$ cat config.mk
export PLATFORM = sky130hd
export DESIGN_NAME = store_narrower
export DESIGN_NICKNAME = d
export VERILOG_FILES = /design/src/rtl/store_pkg.sv /design/src/rtl/store_lane_mux.sv /design/src/rtl/store_narrower.sv
export SDC_FILE = /design/constraint.sdc
export NUM_CORES = 1
export LEC_CHECK = 0
export BUFFER_PORTS_ARGS = -buffer_cell sky130_fd_sc_hd__buf_2
export CAP_MARGIN = 10
export CORE_AREA = 3 3 85 87
export DETAILED_ROUTE_END_ITERATION = 16
export DIE_AREA = 0 0 88 90
export PLACE_DENSITY = 0.81
export SLEW_MARGIN = 15
export SYNTH_ARGS = -nofsm -noshare
export SYNTH_HDL_FRONTEND = slang
export SYNTH_SLANG_ARGS = --single-unit
export TNS_END_PERCENT = 30
$ cat constraint.sdc
create_clock -name clk -period 2 [get_ports clk]
set_input_delay 0.2 -clock clk [delete_from_list [all_inputs] [get_ports clk]]
set_output_delay 0.2 -clock clk [all_outputs]
set_load 0.01 [all_outputs]
$ cat src/rtl/store_pkg.sv
// Shared types and helpers for the store narrowing path.
package store_pkg;

  typedef enum logic [1:0] {
    SZ_BYTE = 2'b00,
    SZ_HALF = 2'b01,
    SZ_WORD = 2'b10
  } size_t;

  typedef enum logic [2:0] {
    IDLE,
    ERR,
    BEAT0,
    BEAT1,
    DONE
  } state_t;

  // The reserved size encoding is rejected the same way as a misaligned access.
  function automatic logic is_misaligned(input logic [1:0] size, input logic [1:0] addr_lo);
    logic mis;
    case (size)
      SZ_BYTE: mis = 1'b0;
      SZ_HALF: mis = addr_lo[0];
      SZ_WORD: mis = (addr_lo != 2'b00);
      default: mis = 1'b1;
    endcase
    return mis;
  endfunction

endpackage

$ cat src/rtl/store_lane_mux.sv
// Maps latched store data onto the 16-bit write lanes for a given beat.
module store_lane_mux
  import store_pkg::*;
(
  input  logic [31:0] data_i,
  input  logic [1:0]  size_i,
  input  logic        addr_lsb_i,
  input  logic        beat_i,
  output logic [15:0] wdata_o,
  output logic [1:0]  be_o
);

  always_comb begin
    wdata_o = data_i[15:0];
    be_o    = 2'b11;
    if (size_i == SZ_BYTE) begin
      // Byte is replicated on both lanes; the enable selects the real one.
      wdata_o = {data_i[7:0], data_i[7:0]};
      be_o    = addr_lsb_i ? 2'b10 : 2'b01;
    end else if (beat_i) begin
      wdata_o = data_i[31:16];
    end
  end

endmodule

$ cat src/rtl/store_narrower.sv
// Narrows 32-bit CPU stores onto a 16-bit memory write port, splitting words
// into two little-endian beats and rejecting misaligned requests.
module store_narrower
  import store_pkg::*;
#(
  parameter int unsigned ADDR_W = 16
) (
  input  logic              clk,
  input  logic              rst_n,
  input  logic              req_valid,
  output logic              req_ready,
  input  logic [31:0]       req_addr,
  input  logic [31:0]       req_data,
  input  logic [1:0]        req_size,
  output logic              mem_valid,
  input  logic              mem_ready,
  output logic [ADDR_W-1:0] mem_addr,
  output logic [15:0]       mem_wdata,
  output logic [1:0]        mem_be,
  output logic              done,
  output logic              misalign
);

  state_t          state_q, state_d;
  logic [ADDR_W:0] addr_q, addr_d;
  logic [31:0]     data_q, data_d;
  logic [1:0]      size_q, size_d;
  logic            beat;
  logic [15:0]     lane_wdata;
  logic [1:0]      lane_be;

  // Address bits above the halfword port are never forwarded to memory.
  logic unused_addr;
  assign unused_addr = ^req_addr[31:ADDR_W+1];

  always_ff @(posedge clk or negedge rst_n) begin
    if (!rst_n) begin
      state_q <= IDLE;
      addr_q  <= '0;
      data_q  <= '0;
      size_q  <= '0;
    end else begin
      state_q <= state_d;
      addr_q  <= addr_d;
      data_q  <= data_d;
      size_q  <= size_d;
    end
  end

  always_comb begin
    state_d   = state_q;
    addr_d    = addr_q;
    data_d    = data_q;
    size_d    = size_q;
    req_ready = 1'b0;
    mem_valid = 1'b0;
    beat      = 1'b0;
    done      = 1'b0;
    misalign  = 1'b0;
    unique case (state_q)
      IDLE: begin
        req_ready = 1'b1;
        if (req_valid) begin
          addr_d  = req_addr[ADDR_W:0];
          data_d  = req_data;
          size_d  = req_size;
          state_d = is_misaligned(req_size, req_addr[1:0]) ? ERR : BEAT0;
        end
      end
      ERR: begin
        misalign = 1'b1;
        state_d  = IDLE;
      end
      BEAT0: begin
        mem_valid = 1'b1;
        if (mem_ready) state_d = (size_q == SZ_WORD) ? BEAT1 : DONE;
      end
      BEAT1: begin
        mem_valid = 1'b1;
        beat      = 1'b1;
        if (mem_ready) state_d = DONE;
      end
      DONE: begin
        done    = 1'b1;
        state_d = IDLE;
      end
      default: state_d = IDLE;
    endcase
  end

  store_lane_mux u_lane_mux (
    .data_i     (data_q),
    .size_i     (size_q),
    .addr_lsb_i (addr_q[0]),
    .beat_i     (beat),
    .wdata_o    (lane_wdata),
    .be_o       (lane_be)
  );

  // Port fields are zeroed outside a beat so idle bus values are deterministic.
  assign mem_addr  = mem_valid ? (addr_q[ADDR_W:1] + ADDR_W'(beat)) : '0;
  assign mem_wdata = mem_valid ? lane_wdata : '0;
  assign mem_be    = mem_valid ? lane_be : '0;

endmodule

### After elaboration in Yosys (flattened, before gate mapping)

Cells that the tools add are included.

* output and inout port bits: 38
* word-level logic and storage cells: 43
* input bits: 70
* bits in registers: 54

* add/sub/neg operators: 1
* reductions and logical operators: 7
* equality and inequality tests: 10
* muxes and demuxes: 21

Operators by type and width (number)
* $mux W16: 4
* $add A16 B1 Y16: 1
* $mux W3: 4
* $pmux W3 S3: 1
* $mux W2: 4
* $mux W1: 7
* $eq A3 B2 Y1 const B: 2
* $ne A2 B2 Y1 const B: 3
* $eq A2 B2 Y1 const B: 2
* $logic_not A2 Y1: 2
* $eq A3 B1 Y1 const B: 1
* $eq A3 B3 Y1 const B: 1
* $logic_not A3 Y1: 1
* $pmux W1 S3: 1
* $reduce_and A3 Y1: 1
* $eq A2 B1 Y1 const B: 1
* $reduce_and A2 Y1: 1
* $reduce_bool A2 Y1: 1
* $reduce_or A2 Y1: 1

### Depth between registers and ports, before layout

Gate-level depths: netlist (run 1).

* depth in word-level cells: 7
* mapped depth: 7
* depth with buffers taken out: 5

### By module

From an unflattened synthesis (run 1), not the netlist that was laid out.

* cells, all modules: 253
* area, all modules: 2887.8 µm²

Modules (own cells, without submodules)
* store_narrower: cells each 212, area an instance 2575.0 µm², sequential area each 1351.3 µm², instances 1
* store_lane_mux: cells each 41, area an instance 312.8 µm², sequential area each 0.0 µm², instances 1

### Worst setup path before layout (run 1)

No wires, ideal clock.

* path type: register to output
* from: register state_q[2]
* to: output port mem_addr[6]
* arrival time: 1880 ps
* path slack: -80 ps
* required time: 1800 ps
* cell stages (with the launch flop): 7
* path buffers: 1
* path through: dfrtp_1 > and3b_1 > buf_2 > ha_1 > nand4_2 > or4_1 > a21oi_1

* cells in the longest elaborated chain, start to end: 4
* elaborated cells on any way between the ends: 7
* those cells by class: add/sub (1); eq/ne (2); mux (3); reduce/logical (1)

Ends and longest elaborated chain
* start, declared: line store_narrower.sv:24 `state_t state_q, state_d;`
* start signal, assigned: line store_narrower.sv:43 `state_q <= state_d;`
* $eq A3 B2 Y1: line store_narrower.sv:60 `unique case (state_q)`
* $mux W1 or $reduce_or A2 Y1 (tied branches)
* $add A16 B1 Y16 or $mux W1 (tied branches): line store_narrower.sv:101, store_narrower.sv:60
* $mux W16 *: line store_narrower.sv:101 `assign mem_addr = mem_valid ? (addr_q[ADDR_W:1] + ADDR_W'(beat)) : '0;`
* end, declared: line store_narrower.sv:17 `output logic [ADDR_W-1:0] mem_addr,`

Mark *: on every way between the ends. The rest lies on a longest branch, timed or not.

### Final worst setup path (run 1)

* from: register state_q[2]
* to: output port mem_addr[8]

The elaborated chain is that of the path after synthesis.

==> results of run 1 <==
==> power groups by stage <==
stage	sequential, uW	clock [uW]	combinational [uW]
floorplan	2000	0	1870
finish	2160	744	2570
global route	2240	814	2840
detailed placement	2140	0	2500
CTS	2150	769	2560
global placement	2100	0	2430
==> kinds of logic after synthesis <==
kind of cell	after synthesis	share of synthesized area, %
adders and majority gates	2	0.855
AOI/OAI and AO/OA	37	7.91
DFF	54	46.2
xor gates and xnor gates	4	1.20
muxes	62	23.2
and+or+nand+nor	85	15.9
buffers and inverters	23	4.75
==> per-stage QoR <==
| step | setup slack, ns | area [sq um] | utilization [%] | std cells | hold WS, ns |
|---|---|---|---|---|---|
| 2_1_floorplan | -0.0116 | 2940 | - | 267 | -0.0956 |
| 3_3_place_gp | 0.0664 | 3480 | 54.2 | 428 | 0.223 |
| 3_5_place_dp | 0.0152 | 3480 | 54.2 | 428 | 0.229 |
| 4_1_cts | -0.222 | 3680 | 57.4 | 439 | 0.0931 |
| 5_1_grt | -0.329 | 3740 | 58.3 | 440 | 0.0920 |
| 6_report | -0.258 | 3740 | 58.3 | 440 | 0.101 |
==> path summary, 6_finish.rpt <==
| kind | start | end | slack, ns | depth (start not counted) |
|---|---|---|---|---|
| max | state_q[2]$_DFFE_PN0P_ | mem_addr[8] | -0.26 | 7 |
| min | req_data[8] | data_q[8]$_DFFE_PN0P_ | 0.10 | 2 |
| max reg2reg | state_q[0]$_DFFE_PN0P_ | data_q[19]$_DFFE_PN0P_ | 0.23 | 4 |
| min reg2reg | data_q[9]$_DFFE_PN0P_ | data_q[9]$_DFFE_PN0P_ | 0.49 | 1 |
| max in group asynchronous | rst_n | data_q[4]$_DFFE_PN0P_ | 1.03 | 3 |
| min in group asynchronous | rst_n | addr_q[4]$_DFFE_PN0P_ | 0.42 | 2 |
==> timing repair <==
item / 4_1_cts / 5_1_grt
endpoints found under the hold margin: 22 / 0
pin swaps: 1 / 3
hold buffers: 1 / 0
gates resized for setup: 14 / 8
setup endpoints to repair: 23 / 21
buffers inserted: 1 / 1
gates cloned: 1 / 0
==> Yosys cell counts (4+ instances only) <==
cell	instances
sky130_fd_sc_hd__buf_2	9
sky130_fd_sc_hd__o21ai_1	8
sky130_fd_sc_hd__dfrtp_1	54
sky130_fd_sc_hd__mux2_1	20
sky130_fd_sc_hd__nand3_1	9
sky130_fd_sc_hd__mux2_2	27
sky130_fd_sc_hd__inv_1	4
sky130_fd_sc_hd__a21oi_1	7
sky130_fd_sc_hd__nand2b_1	8
sky130_fd_sc_hd__mux2i_1	15
sky130_fd_sc_hd__nand4_1	5
sky130_fd_sc_hd__nor4_1	6
sky130_fd_sc_hd__buf_6	5
sky130_fd_sc_hd__nand2_1	23
sky130_fd_sc_hd__a211oi_1	8
sky130_fd_sc_hd__o21ai_0	6
sky130_fd_sc_hd__nor2_1	16
==> sequential cells by signal (all words and copies together), names as in the netlist <==
| signal | flops |
|---|---|
| size_q | 2 |
| addr_q | 17 |
| state_q | 3 |
| data_q | 32 |
==> layer usage <==
layer  wire length [microns]  vias up
met2                    3580       79
met3                     467        7
met5                       0        -
met4                      57        0
li1                        -     1149
met1                    3040     1181
==> worst max-delay path, delay by kind of cell, from the launching register on <==
family | cells | cell delay (ns)
buffers and inverters | 2 | 0.26
AO/OA/AOI/OAI | 1 | 0.14
adder cells (fa/ha/maj) | 1 | 0.18
flip-flops | 1 | 0.39
AND/OR/NAND/NOR | 3 | 0.77
==> cell type report <==
class	instances	area, sq um
fill	554	2680
sequential	54	1350
inverter	5	21.3
clock buffer	5	68.8
tap	77	96.3
timing repair buffer	105	602
multi-input combinational	191	1560
clock inverter	3	47.5
==> implementation parameters, run 1 <==
Parameter                              Value

Route
  Detail-routed net length per standard cell    16.2 microns
  Vias per std cell    5.49
  Drt total wl    7150 microns
  Starting DRT DRC Count    106
  Count of unresolved DRC violations after routing    0
  Post-detailed-route count of antenna-violating nets    0
  Number of detailed-routing iterations run before antenna repair    4
  Via count of the routed design    2416

Yosys
  Synth area leaders    sky130_fd_sc_hd__dfrtp_1, sky130_fd_sc_hd__mux2_2, sky130_fd_sc_hd__mux2_1
  Distinct cell type count after synthesis    39
  Warning count from the yosys run    0
  Fraction of registers with async set or reset after synthesis    100%
  Predominant post-synthesis flop cell    sky130_fd_sc_hd__dfrtp_1
  Net count of the mapped netlist    339
  Proportion of netlist area held by the largest area contributor    46.2%
  Proportion of synthesized chip area in sequential cells    46.2%
  Number of synthesized register bits    54
  Post-synthesis area per instance    11.0 sq um
  Count of mapped cells out of synthesis    267
  EDFF count, synth    0
  Post-synthesis instance area    2930 sq um
  Leading area contributor after synthesis    sky130_fd_sc_hd__dfrtp_1

Worst setup path
  Critical path data required time    1.80 ns
  Cell breakdown of the critical path    and3b_2, ha_4, buf_12, nand4_4, or3_4, a21oi_2, buf_2
  Worst-path fanout max    4
  Slowest stage cell on the critical path    sky130_fd_sc_hd__dfrtp_1
  Arrival time of the worst setup path    2.06 ns
  Worst Path Class, Setup    flop to output pin
  Element type at the critical path end    output pin
  Nature of the critical path startpoint    flop
  Worst stage delay on the critical path    0.39 ns

CTS
  CTS clock-pin slew for the worst setup and hold paths    0.10 ns
  Sinks on the clock net    54
  Root cell of the clock tree    sky130_fd_sc_hd__clkbuf_8
  Clock buffer count from CTS    5
  H-Tree Depth    2
  Number of buffers on the longest clock path    2
  Clock tree from TritonCTS    done
  Worst skew pair latency    0.30 ns

Timing
  Sum Neg Setup Slack    -2.16 ns
  Slew headroom    62.0%
  RSZ-0062 raised after global routing    true
  Post-route clock period utilization    113%
  Number of setup violations in the final report    12
  Worst setup slack after layout    -0.258 ns
  Number of endpoints with negative hold slack in the final report    0
  Max-slew violation total from the final report    0
  Setup skew after layout    0.00773 ns
  Tightest Pin Transition    0.569 ns
  Final min period    2.26 ns
  Max frequency    443 MHz

Global route
  Global-route wire length before repair    11600 microns
  Met1 demand-to-capacity share in global routing    22.6%
  Global routing's busiest layer    met2
  Antenna violations before repair    0
  GRT overflow    0
  Total Routing Usage GR    18.2%
  Vias in the first global route    2482
  Largest net degree at the start of global routing    58
  Global-route track usage on met2    31.7%
  Met3 track utilization from global routing    4.30%

Power
  Total power draw    5480 uW
  Combinational group share of total power    47.0%
  Pleak    0.00166 uW
  Internal    3250 uW
  Max IR drop VDD    772 uV
  Proportion of total power due to net switching    40.7%
  Switch Pwr    2230 uW
  Sequential Power Share    39.5%
  Part of the power in the clock network    13.6%
  PwrDens    1460 nW/um^2

Job
  Max-cap violations    0

Final layout
  Antenna diode count    0
  Layout cells sized above 1    45.7%
  Commonest cells after routing, fill and taps aside    sky130_fd_sc_hd__buf_2, sky130_fd_sc_hd__dfrtp_1, sky130_fd_sc_hd__mux2_2
  Layout area overhead    27.9%
  Commonest non-fill, non-tap cell in the layout    sky130_fd_sc_hd__buf_2
  Number of nets in the finished design    434

Placed design
  Final HPWL from detailed placement    5050 microns
  Port Buffers    92
  Routability congestion estimate    0.889

Die
  Die height    90 microns
  Core ar.    6420 sq um
  IO Count    108
  FP Rows    29
  Width of the chip    88 microns
  Die footprint    7920 sq um
  Initial cell density of the core    45.5%

Status
  Violated checks    setup timing
  Status    finished, violations left

Min path
  Class of the most critical hold timing path    input pin to flop
No activity file was read; power rests on OpenSTA's default activity.
==> inputs of run 2 (changes only) <==
--- a/config.mk
+++ b/config.mk
@@ -10,6 +10,7 @@
 export CORE_AREA = 3 3 85 87
 export DETAILED_ROUTE_END_ITERATION = 16
 export DIE_AREA = 0 0 88 90
+export GPL_TIMING_DRIVEN = 0
 export PLACE_DENSITY = 0.81
 export SLEW_MARGIN = 15
 export SYNTH_ARGS = -nofsm -noshare
==> implementation parameters, run 2 (synthesis gave the netlist of run 1 again) <==
Parameter                              Value

Worst setup path
  Worst Path Class, Setup    flop to output pin
  Critical path data required time    1.80 ns
  Beginning of the worst register-to-register path    state_q[2]$_DFFE_PN0P_
  Cell breakdown of the critical path    and3b_1, buf_6, ha_4, nand4_4, or4_4, a21oi_2, buf_2
  R2R Setup Slk    0.26 ns
  Worst stage delay on the critical path    0.45 ns
  Nature of the critical path startpoint    flop
  Arrival time of the worst setup path    2.08 ns
  Worst r2r dst    data_q[1]$_DFFE_PN0P_
  Count of cells along the worst register-to-register path    5
  Worst-path fanout max    5
  Slowest stage cell on the critical path    sky130_fd_sc_hd__or4_4
  Element type at the critical path end    output pin

Final layout
  Biggest registers after layout    data_q (32), addr_q (17), state_q (3)
  Commonest cells after routing, fill and taps aside    sky130_fd_sc_hd__buf_2, sky130_fd_sc_hd__dfrtp_1, sky130_fd_sc_hd__mux2_2
  Commonest non-fill, non-tap cell in the layout    sky130_fd_sc_hd__buf_2
  Sequential cell area in the final layout    1360 sq um
  Layout area overhead    36.2%
  Register with the highest flop count    data_q
  Multi-input combinational cell area    1650 sq um
  Number of fill cells    529
  Antenna diode count    0
  Design area    3990 sq um
  Number of nets in the finished design    450
  Layout cells sized above 1    50.9%
  Number of flip-flops in the largest register    32

Min path
  Worst hold path endpoint    data_q[10]$_DFFE_PN0P_
  Hold path start    req_data[10]
  Class of the most critical hold timing path    input pin to flop
  Number of cells on the worst hold path    2

Status
  Violated checks    setup timing
  Status    finished, violations left

Job
  Max-cap violations    0

Global route
  Vias in the first global route    2487
  GRT overflow    0
  Total Routing Usage GR    19.4%
  Antenna violations before repair    0
  Global-route wire length before repair    12200 microns
  Largest net degree at the start of global routing    32

Route
  Starting DRT DRC Count    59
  Count of unresolved DRC violations after routing    0
  Number of detailed-routing iterations run before antenna repair    4
  Via count of the routed design    2448
  Vias per std cell    5.37
  Drt total wl    7860 microns
  Detail-routed net length per standard cell    17.2 microns
  Post-detailed-route count of antenna-violating nets    0

Timing
  RSZ-0062 raised after global routing    true
  Slew headroom    59.9%
  Number of setup violations in the final report    19
  Post-route clock period utilization    114%
  Worst setup slack after layout    -0.277 ns
  Setup skew after layout    0.00402 ns
  Tightest Pin Transition    0.602 ns
  Final min period    2.28 ns
  Max-slew violation total from the final report    0
  Max frequency    439 MHz
  Number of endpoints with negative hold slack in the final report    0

CTS
  Clock buffer count from CTS    5
  Clock tree from TritonCTS    done
  Number of buffers on the longest clock path    2
  Worst skew pair latency    0.31 ns
  Sinks on the clock net    54
  Root cell of the clock tree    sky130_fd_sc_hd__clkbuf_8
  CTS clock-pin slew for the worst setup and hold paths    0.10 ns
  H-Tree Depth    2

Placed design
  Final HPWL from detailed placement    5480 microns
  Port Buffers    92
  Routability congestion estimate    0.895
  Post-Place Worst Slack    -0.326 ns
  Dpl cell area    3520 sq um

Die
  Initial cell density of the core    45.5%
  Width of the chip    88 microns
  Die height    90 microns
  IO Count    108
  FP Rows    29
  Core ar.    6420 sq um
  Die footprint    7920 sq um

Power
  Total power draw    5940 uW
  Pleak    0.00181 uW
  Max IR drop VDD    943 uV
  PwrDens    1490 nW/um^2
==> run 2: report_power, final <==
group          internal, uW  switching, uW  leakage [uW]
logic                  1450           1600       0.00112
clock network           376            382     0.0000585
registers              1650            489      0.000634
total                  3470           2470       0.00181
==> run 2: worst max-delay path by stage <==
| stage | start | slack (ns) | cells after the start | to |
|---|---|---|---|---|
| final | state_q[2]$_DFFE_PN0P_ | -0.28 | 7 | mem_addr[9] |
| after detailed placement | state_q[2]$_DFFE_PN0P_ | -0.33 | 7 | mem_addr[14] |
| after CTS | state_q[2]$_DFFE_PN0P_ | -0.29 | 7 | mem_addr[9] |
| after global routing | state_q[2]$_DFFE_PN0P_ | -0.36 | 8 | mem_addr[14] |
| after global placement | state_q[2]$_DFFE_PN0P_ | -0.29 | 7 | mem_addr[14] |
| after floorplan | state_q[2]$_DFFE_PN0P_ | -0.01 | 6 | mem_addr[12] |
==> run 2: per-layer routing <==
layer | GRT usage, % | vias up | part of all wire (%)
met5 | 0 | - | 0
met4 | 5.63 | 0 | 1.2
met3 | 4.11 | 9 | 6.1
met2 | 33.0 | 80 | 50
met1 | 24.4 | 1176 | 43
li1 | - | 1183 | -
==> run 2: timing repair <==
action / CTS / global route
cloned: 1 / 0
setup buffers: 6 / 4
setup endpoints to repair: 34 / 29
pin swaps: 5 / 6
gates resized for setup: 33 / 28
hold buffers: 1 / 0
hold endpoints to repair: 23 / 0
==> run 2: worst max-delay path, delay by kind of cell (launching register included) <==
family,cells,cell delay [ns]
AO/OA/AOI/OAI,1,0.14
AND/OR/NAND/NOR,3,0.81
adder cells (fa/ha/maj),1,0.14
buffers and inverters,2,0.26
flip-flops,1,0.41
==> run 2: final cells by class <==
type | count | area share, %
Multi-Input combinational cell | 191 | 41.5
Sequential cell | 54 | 34.0
Timing Repair Buffer | 104 | 14.5
Buffer | 17 | 4.14
Tap cell | 77 | 2.42
Clock buffer | 5 | 1.73
Clock inverter | 3 | 1.10
Inverter | 5 | 0.659
==> run 2: stage by stage <==
| step | utilization [%] | TNS [ns] | instances | hold slack (ns) |
|---|---|---|---|---|
| 6_report | 62.0 | -2.35 | 456 | 0.0944 |
| 3_5_place_dp | 54.8 | -3.03 | 437 | 0.235 |
| 2_1_floorplan | - | -0.0379 | 267 | -0.0956 |
| 4_1_cts | 59.6 | -2.38 | 452 | 0.0884 |
| 3_3_place_gp | 54.5 | -2.60 | 436 | 0.416 |
| 5_1_grt | 62.0 | -4.09 | 456 | 0.0838 |
==> inputs of run 3 (changes only) <==
--- a/config.mk
+++ b/config.mk
@@ -7,11 +7,13 @@
 export LEC_CHECK = 0
 export BUFFER_PORTS_ARGS = -buffer_cell sky130_fd_sc_hd__buf_2
 export CAP_MARGIN = 10
-export CORE_AREA = 3 3 85 87
+export CELL_PAD_IN_SITES_DETAIL_PLACEMENT = 0
+export CELL_PAD_IN_SITES_GLOBAL_PLACEMENT = 1
+export CORE_AREA = 3 3 95 88
 export DETAILED_ROUTE_END_ITERATION = 16
-export DIE_AREA = 0 0 88 90
+export DIE_AREA = 0 0 98 91
 export GPL_TIMING_DRIVEN = 0
-export PLACE_DENSITY = 0.81
+export PLACE_DENSITY = 0.88
 export SLEW_MARGIN = 15
 export SYNTH_ARGS = -nofsm -noshare
 export SYNTH_HDL_FRONTEND = slang
==> constraint.sdc (replaced) <==
create_clock -name clk -period 2.8 [get_ports clk]
set_input_delay 0.28 -clock clk [delete_from_list [all_inputs] [get_ports clk]]
set_output_delay 0.28 -clock clk [all_outputs]
set_load 0.01 [all_outputs]
==> implementation parameters, run 3 (synthesis gave the netlist of run 1 again) <==
Parameter                              Value

Power
  Part of the power in the clock network    13.6%
  Pleak    0.00164 uW
  PwrDens    1070 nW/um^2
  Sequential Power Share    38.7%
  Max IR drop VDD    422 uV
  Combinational group share of total power    47.7%
  Switch Pwr    1570 uW
  Total power draw    3900 uW
  Internal    2330 uW
  Proportion of total power due to net switching    40.2%

CTS
  Number of buffers on the longest clock path    2
  Worst skew pair latency    0.31 ns
  Post-CTS setup buffer count    0
  Clock tree from TritonCTS    done
  Root cell of the clock tree    sky130_fd_sc_hd__clkbuf_8
  Hold buffers post-CTS    0
  CTS clock-pin slew for the worst setup and hold paths    0.10 ns
  Clock buffer count from CTS    5
  H-Tree Depth    2
  Sinks on the clock net    54

Final layout
  Layout area overhead    24.9%
  Core Util, Final    48.9%
  Commonest non-fill, non-tap cell in the layout    sky130_fd_sc_hd__buf_2
  Number of nets in the finished design    438
  Number of flip-flops in the largest register    32
  Register with the highest flop count    data_q
  Biggest registers after layout    data_q (32), addr_q (17), state_q (3)
  Layout cells sized above 1    42.0%
  Antenna diode count    0
  Commonest cells after routing, fill and taps aside    sky130_fd_sc_hd__buf_2, sky130_fd_sc_hd__dfrtp_1, sky130_fd_sc_hd__mux2_2

Timing
  Hold WS    -0.0108 ns
  Worst setup slack after layout    0.144 ns
  Sum Neg Setup Slack    0 ns
  Post-route clock period utilization    94.9%
  Max frequency    377 MHz
  Final min period    2.66 ns
  Setup skew after layout    0.00998 ns
  Number of endpoints with negative hold slack in the final report    5
  Tightest Pin Transition    0.688 ns
  RSZ-0062 raised after global routing    false
  Max-slew violation total from the final report    0
  Number of setup violations in the final report    0
  Slew headroom    54.1%

Route
  Number of detailed-routing iterations run before antenna repair    4
  Detail-routed net length per standard cell    16.0 microns
  Vias per std cell    5.19
  Post-detailed-route count of antenna-violating nets    0
  Via count of the routed design    2401
  Starting DRT DRC Count    77
  Count of unresolved DRC violations after routing    0
  Drt total wl    7390 microns

Worst setup path
  Worst stage delay on the critical path    0.47 ns
  Largest delay share family, worst path    simple AND/OR/NAND/NOR gates
  Nature of the critical path startpoint    flop
  Worst r2r dst    data_q[4]$_DFFE_PN0P_
  Worst-path fanout max    11
  Element type at the critical path end    output pin
  Cell breakdown of the critical path    and3b_1, buf_6, ha_2, nand4_4, nor4_1, mux2i_1, buf_2
  Worst Path Class, Setup    flop to output pin
  Slowest stage cell on the critical path    sky130_fd_sc_hd__dfrtp_2
  Critical path buffer and inverter count    2
  Endpoint of the most critical setup path    mem_addr[14]
  Critical Path Source    state_q[2]$_DFFE_PN0P_
  Critical path data required time    2.52 ns
  Beginning of the worst register-to-register path    state_q[2]$_DFFE_PN0P_
  Number of gates on the worst path with buffers counted    7
  Count of cells along the worst register-to-register path    4
  R2R Setup Slk    1.14 ns
  Arrival time of the worst setup path    2.38 ns

Placed design
  Final HPWL from detailed placement    5430 microns
  Port Buffers    92
  Routability congestion estimate    0.785
  Post-Place Worst Slack    0.277 ns

Status
  Status    finished, violations left
  Violated checks    hold timing

Global route
  Largest net degree at the start of global routing    55
  GRT overflow    0
  Antenna violations before repair    0
  Total Routing Usage GR    16.6%
  Vias in the first global route    2419
  Global-route wire length before repair    12000 microns

Die
  Core ar.    7470 sq um
  Initial cell density of the core    39.2%
  Die height    91 microns
  Width of the chip    98 microns
  IO Count    108
  FP Rows    30
  Die footprint    8920 sq um

Min path
  Class of the most critical hold timing path    input pin to async pin

Job
  Max-cap violations    0
## run 3: final cells by class
cell class	count	area, sq um
clock inverters	2	37.5
inverters	5	18.8
fillers	690	3820
well taps	96	120
plain buffers	18	126
clock buffers	6	72.6
repair buffers	92	463
multi-input cells	190	1460
flip-flops and latches	54	1360
## run 3: metrics by stage
stage / cells / hold slack (ns) / instance area [sq um]
final: 463 / -0.0108 / 3650
after global routing: 463 / 0.0439 / 3650
after CTS: 463 / 0.0264 / 3630
after detailed placement: 455 / 0.375 / 3510
after global placement: 455 / 0.466 / 3510
after floorplan: 267 / -0.0156 / 2930
## run 3: power groups by stage
| stage | registers (uW) | logic [uW] | clock network [uW] |
|---|---|---|---|
| after floorplan | 1430 | 1320 | 0 |
| after global placement | 1490 | 1820 | 0 |
| after detailed placement | 1520 | 1860 | 0 |
| after CTS | 1500 | 1870 | 546 |
| after global routing | 1570 | 2050 | 584 |
| final | 1510 | 1860 | 532 |
## run 3: repair_timing
item | 4_1_cts | 5_1_grt
resized for setup | 2 | 7
endpoints found under the setup margin | 5 | 7
hold endpoints to repair | 0 | 0
## run 3: worst min-delay path by stage
stage                                 from  slack (ns)                      to  cells past startpoint
floorplan                            rst_n       -0.02   addr_q[0]$_DFFE_PN0P_                      0
global placement    data_q[10]$_DFFE_PN0P_        0.47  data_q[10]$_DFFE_PN0P_                      1
global route                         rst_n        0.04   addr_q[2]$_DFFE_PN0P_                      1
finish                               rst_n       -0.01   addr_q[2]$_DFFE_PN0P_                      1
detailed placement                   rst_n        0.37   addr_q[2]$_DFFE_PN0P_                      1
CTS                                  rst_n        0.03   addr_q[2]$_DFFE_PN0P_                      1
## run 3: metal layers
metal,wire [microns],up-vias,part of all wire [%],track usage [%]
met5,0,-,0,0
met4,46,0,0.62,3.81
met3,642,5,8.7,5.68
met2,3350,80,45,26.7
met1,3340,1165,45,21.5
li1,-,1151,-,-
## run 3: worst register-to-register path, cell delays in order, from the launching register on
cell	delay (ns)
sky130_fd_sc_hd__dfrtp_2	0.47
sky130_fd_sc_hd__nor4b_4	0.35
sky130_fd_sc_hd__buf_6	0.20
sky130_fd_sc_hd__buf_6	0.17
sky130_fd_sc_hd__mux2_1	0.34
